### config.mk
export PLATFORM = sky130hd
export DESIGN_NAME = periodic_update_gen
export DESIGN_NICKNAME = d
export VERILOG_FILES = /design/src/rtl/periodic_update_gen.sv
export SDC_FILE = /design/constraint.sdc
export NUM_CORES = 1
export LEC_CHECK = 0
export ABC_CLOCK_PERIOD_IN_PS = 9950
export BUFFER_PORTS_ARGS = -buffer_cell sky130_fd_sc_hd__buf_2
export CAP_MARGIN = 20
export CORE_MARGIN = 1.5
export CORE_UTILIZATION = 45
export DETAILED_ROUTE_END_ITERATION = 16
export GPL_ROUTABILITY_DRIVEN = 0
export HOLD_SLACK_MARGIN = 0.08
export PLACE_DENSITY_LB_ADDON = 0.05
export SYNTH_ARGS = -nofsm -noshare
export SYNTH_HDL_FRONTEND = slang
export SYNTH_SLANG_ARGS = --single-unit
export TNS_END_PERCENT = 20
### constraint.sdc
create_clock -name clk -period 9.95 [get_ports clk]
set_input_delay 1.99 -clock clk [delete_from_list [all_inputs] [get_ports clk]]
set_output_delay 1.99 -clock clk [all_outputs]
set_load 0.005 [all_outputs]
### src/rtl/periodic_update_gen.sv
// Periodic value generator: every eff_period enabled cycles the value is
// transformed by the selected mode (invert / rotate-left / increment / hold).
module periodic_update_gen #(
   parameter int unsigned           WIDTH    = 4,
   parameter int unsigned           PERIOD_W = 8,
   parameter logic [WIDTH-1:0]      INIT     = WIDTH'('h5)
) (
   input  logic                clk,
   input  logic                reset,
   input  logic                en,
   input  logic [PERIOD_W-1:0] period,
   input  logic [1:0]          mode,
   input  logic                load,
   input  logic [WIDTH-1:0]    load_val,
   output logic [WIDTH-1:0]    value,
   output logic                tick,
   output logic [7:0]          upd_count
);

   localparam int unsigned UPD_W = 8;

   localparam logic [1:0] MODE_INV  = 2'b00;
   localparam logic [1:0] MODE_ROTL = 2'b01;
   localparam logic [1:0] MODE_INC  = 2'b10;

   logic [PERIOD_W-1:0] cnt;
   logic [PERIOD_W-1:0] cnt_nxt;
   logic [PERIOD_W-1:0] last_cnt_c;
   logic                terminal_c;
   logic [WIDTH-1:0]    op_val_c;
   logic [WIDTH-1:0]    value_nxt;
   logic                tick_nxt;
   logic [UPD_W-1:0]    upd_count_nxt;

   // Period 0 behaves as 1; >= keeps a shrinking period from wrapping cnt.
   always_comb begin
      last_cnt_c = '0;
      if (period != '0) begin
         last_cnt_c = period - PERIOD_W'(1);
      end
      terminal_c = en && (cnt >= last_cnt_c);
   end

   // Mode operation applied on an update edge
   always_comb begin
      op_val_c = value;
      case (mode)
         MODE_INV:  op_val_c = ~value;
         MODE_ROTL: op_val_c = (value << 1) | (value >> (WIDTH - 1));
         MODE_INC:  op_val_c = value + WIDTH'(1);
         default:   op_val_c = value;
      endcase
   end

   // Next-state: load beats update; en low freezes everything
   always_comb begin
      cnt_nxt       = cnt;
      value_nxt     = value;
      tick_nxt      = 1'b0;
      upd_count_nxt = upd_count;
      if (load) begin
         value_nxt = load_val;
         cnt_nxt   = '0;
      end else if (terminal_c) begin
         value_nxt     = op_val_c;
         cnt_nxt       = '0;
         tick_nxt      = 1'b1;
         upd_count_nxt = upd_count + UPD_W'(1);
      end else if (en) begin
         cnt_nxt = cnt + PERIOD_W'(1);
      end
   end

   always_ff @(posedge clk) begin
      if (reset) begin
         cnt       <= '0;
         value     <= INIT;
         tick      <= 1'b0;
         upd_count <= '0;
      end else begin
         cnt       <= cnt_nxt;
         value     <= value_nxt;
         tick      <= tick_nxt;
         upd_count <= upd_count_nxt;
      end
   end

endmodule

**Word-level counts from Yosys, hierarchy flattened**

Index checks and enable logic that the tools add are counted.

- Bits of input ports: 18
- Logic and storage cells: 28
- Bits in registers: 21

- Order comparisons: 1
- Multiplexer cells: 5
- Bitwise logic cells: 3
- Equal/unequal tests: 2
- Reduce and logical (&&, ||, !) cells: 9
- Add/sub/neg operators: 4

Operators with widths:

| cell | count |
|---|---|
| $add 8x1->8 const B | 2 |
| $pmux 4 s3 | 1 |
| $ge 8x8->1 | 1 |
| $mux 4 | 2 |
| $mux 8 | 1 |
| $reduce_bool 8->1 | 1 |
| $sub 8x1->8 const B | 1 |
| $add 4x1->4 const B | 1 |
| $not 4->4 | 1 |
| $or 4x1->4 | 1 |
| $reduce_and 2->1 | 2 |
| $reduce_bool 4->1 | 1 |
| $reduce_or 3->1 | 1 |
| $eq 2x1->1 const B | 1 |
| $eq 2x2->1 const B | 1 |
| $logic_not 2->1 | 1 |
| $reduce_bool 2->1 | 1 |
| $reduce_or 2->1 | 1 |
| $logic_and 1x1->1 | 1 |
| $mux 1 | 1 |
| $not 1->1 | 1 |

**Depth between registers and ports, before layout**

- Depth in word-level cells: 6
- Depth in mapped cells: 13
- Gate-level depth less buffers: 12

**Worst setup path before layout**

No wires, ideal clock.

- Path type: input to register
- Start point: in period[0]
- End point: reg upd_count[4]
- Slack: 5.080 ns
- Data arrival time: 4.746 ns
- Buffers on the path: 1
- Library setup time: 0.123 ns
- Required time: 9.827 ns
- Stages: 13
- Cells stage by stage: inv_1 -> ha_1 -> nand2_1 -> or2_2 -> or4_1 -> and2_1 -> ha_1 -> nand2b_4 -> a2111oi_4 -> o21a_1 -> buf_6 -> nor4_4 -> mux2_1

- Word-level cells in the longest chain between the ends: 5

Ends and longest elaborated chain:

| what | line | RTL |
|---|---|---|
| from (decl) | 11 | `input logic [PERIOD_W-1:0] period,` |
| $sub 8x1->8 or $reduce_bool 8->1 (tied branches) | 39, 38 |  |
| $mux 8 * | 38 | `if (period != '0) begin` |
| $ge 8x8->1 * | 41 | `terminal_c = en && (cnt >= last_cnt_c);` |
| $logic_and 1x1->1 * | 41 |  |
| $reduce_and 2->1 (no source line) * | -- |  |
| to (signal assigned) | 84 | `upd_count <= upd_count_nxt;` |
| to (decl) | 17 | `output logic [7:0] upd_count` |

Mark *: on every way between the ends. The rest lies on a longest branch, timed or not.
A chain may end at the register's enable or synchronous reset.

**Worst setup path after layout**

- Start point: in period[0]
- End point: reg value[1]

- Word-level cells in the longest chain between the ends: 6

Ends and longest elaborated chain:

| what | line | RTL |
|---|---|---|
| $sub 8x1->8 or $reduce_bool 8->1 (tied branches) | 39, 38 |  |
| $mux 8 * | 38 |  |
| $ge 8x8->1 * | 41 |  |
| $logic_and 1x1->1 * | 41 |  |
| $reduce_bool 2->1 (no source line) * | -- |  |
| $reduce_and 2->1 (no source line) * | -- |  |
| to (signal assigned) | 82 | `value <= value_nxt;` |
| to (decl) | 15 | `output logic [WIDTH-1:0] value,` |

Marks and branches as above.

==> impl_metrics.ini <==
[run_status]
outcome = complete, no violations

[grt]
grt_max_degree = 24
gr-total-overflow = 0
grtUsageTotal_pct = 18.38
antenna_found_initial = 0
grt_pass1_vias = 1430
grt_pass1_wl_mm = 6.037

[timing]
slew_headroom_pct = 52.28
slew_viol_final = 0
setup_viol = 0
finalCriticalPeriod_ps = 5184
fin_crit_sh_pct = 52.10
setup_tns_ps = 0
whs_ps = 534.3
tightest_slew_ps = 715.7
max_freq_ghz = 0.1929
finalHoldViolations = 0
skew_ps = 14.06
rsz0062_at_grt = no

[place]
numPortBuffers = 30
hpwl_mm = 2.714
dpl-instance-area_um2 = 1799

[clocking]
h-tree-depth = 1
clock_latency_ps = 330
cts_setup_buffers = 0
clk_path_buf_depth = 2
cts_root_buffer = clkbuf_4
cts-resized-gates = 0
cts.sinks = 21
cts_hold_buf = 0
cts.clk_slew.worst_paths_ps = 140
cts_tree = yes
cts_buffers = 3

[detailed_routing]
avgRoutedWirePerCell_um = 13.25
drc_errors = 0
ant_nets = 0
routed_wl_mm = 3.511
drt-pass1-iter-count = 4
viasPerCell = 5.615
dr.first_iter.drc_count = 58
dr_total_vias = 1488

[yosys]
synth_top_cell_by_area = dfxtp_1
syn-cell-area_um2 = 1633
synth_nets = 226
synth_ff_type = dfxtp_1
ys_warn_count = 0
avgSynthCellArea_um2 = 8.460
yosysUniqueCellTypes = 44
synth_most_common_cell = nor2_1
synth_common_cells = nor2_1 (25), dfxtp_1 (21), nand2_1 (16)
synth_cells = 193
synth_enable_flop_cells = 0
ys_seq_area_share_pct = 25.75
ys_seq_elements = 21
yosysTopAreaCellShare_pct = 25.75
async_reset_ff_share_pct = 0
synth_area_leaders = dfxtp_1 (26%), ha_1 (11%), nor4_4 (6.5%), nor2_1 (5.7%), mux2_1 (4.1%)

[power]
p_leak_nw = 0.8036
power_density_nw_per_um2 = 93.61
peakVddDrop_mv = 0.05625

[setup_path]
start_kind = input pin
worstPathArrival_ps = 5420
crit_fanout = 11
worst-endpoint-required_ps = 10190
cp-end-kind = flip-flop
worstSetupPathType = in2reg
rr_endpoint = value[1]
cp_slowest_cell = o21a_1
worstReg2RegStart = cnt[0]
r2r_cells = 7
cp_cell_sequence = buf_2 > inv_1 > ha_1 > nand2_1 > or2_2 > or4_1 > and2_1 > ha_1 > nand2b_4 > a2111oi_4 > o21a_1 > o21ai_1 > a32o_1
cpPeakStageDelay_ps = 650
ff2ff_setup_slack_ps = 7370
cp_common_cell = ha_1

[die]
rows = 21
pin_count = 31
core_um2 = 3416
start_util_pct = 47.80
die-area_um2 = 3999
die_h_um = 63.24
die_w_um = 63.24

[min_path]
hold_depth = 2
hold_class = reg2reg
holdPathEnd = cnt[7]
min_from = cnt[7]

[final_layout]
synthToLayoutAreaGrowth_pct = 12.03
finalInstanceArea_um2 = 1829
nets = 253
nFillCells = 350
drive_gt1_share_pct = 20.09
antennaDiodeCount = 0

[flow_run]
cap_violations = 0
-- kinds of logic after synthesis --
group	synth area share, %
AO/OA/AOI/OAI	17.17
XOR/XNOR	3.755
adder cells (fa/ha/maj)	11.49
buffers and inverters	4.827
flip-flops	25.75
multiplexers	5.977
AND/OR/NAND/NOR	31.03
-- worst max-delay path: cells and delay by family --
family	cells	cell delay (ps)
AND/OR/NAND/NOR	5	1240
buffers and inverters	2	190
AO/OA/AOI/OAI	4	1540
adder cells (fa/ha/maj)	2	450
-- area by class of cell --
class                   instances  area (um^2)  share of cell area, %
multi-input cells             154         1134                  61.97
clock buffers                   3        22.52                  1.231
flip-flops and latches         21        420.4                  22.98
well taps                      46        57.56                  3.146
inverters                      10        37.54                  2.052
repair buffers                 30        150.1                  8.208
clock inverters                 1        7.507                 0.4104
-- state kept, by name (all words and copies together), names as in the netlist --
signal     cells
upd_count      8
tick           1
cnt            8
value          4
-- cell usage in the layout, fill, tap and decap left out, types with 5 or more instances in the layout --
cell,n
ha_1,15
mux2_1,6
buf_2,30
nand2_1,16
nand4_1,6
nor4_4,5
nand3_1,10
inv_1,10
nor2_1,25
a21oi_1,5
nor2b_1,7
xor2_1,5
o21ai_0,6
dfxtp_1,21
-- worst max path at each step --
stage                   start      endpoint  depth (start not counted)  slack (ps)
detailed placement  period[0]      value[1]                         13        4400
finish              period[0]      value[1]                         13        4770
CTS                 period[0]      value[1]                         13        4770
global placement    period[0]      value[1]                         13        4530
global route        period[0]      value[1]                         13        4570
floorplan           period[0]  upd_count[4]                         13        5080
-- per-layer routing --
metal  share of wire (%)  vias up  global-route usage, %
li1                    -      747                      -
met1                  48      707                  23.79
met2                  48       30                  31.52
met3                 3.6        4                  2.321
met4                 1.0        0                  6.250
met5                   0        -                      0
-- through the flow --
stage	power [mW]	utilization (%)	instances	setup slack, ps
floorplan	0.1160	-	193	5080
global placement	0.1253	52.67	261	4526
detailed placement	0.1271	52.67	261	4403
CTS	0.1729	53.55	265	4766
global route	0.1804	53.55	265	4567
finish	0.1712	53.55	265	4766
-- power breakdown --
part / switching (mW) / internal, mW
logic: 0.0205 / 0.0157
registers: 0.00317 / 0.0861
clock network: 0.0303 / 0.0154
No activity file was read; power rests on OpenSTA's default activity.
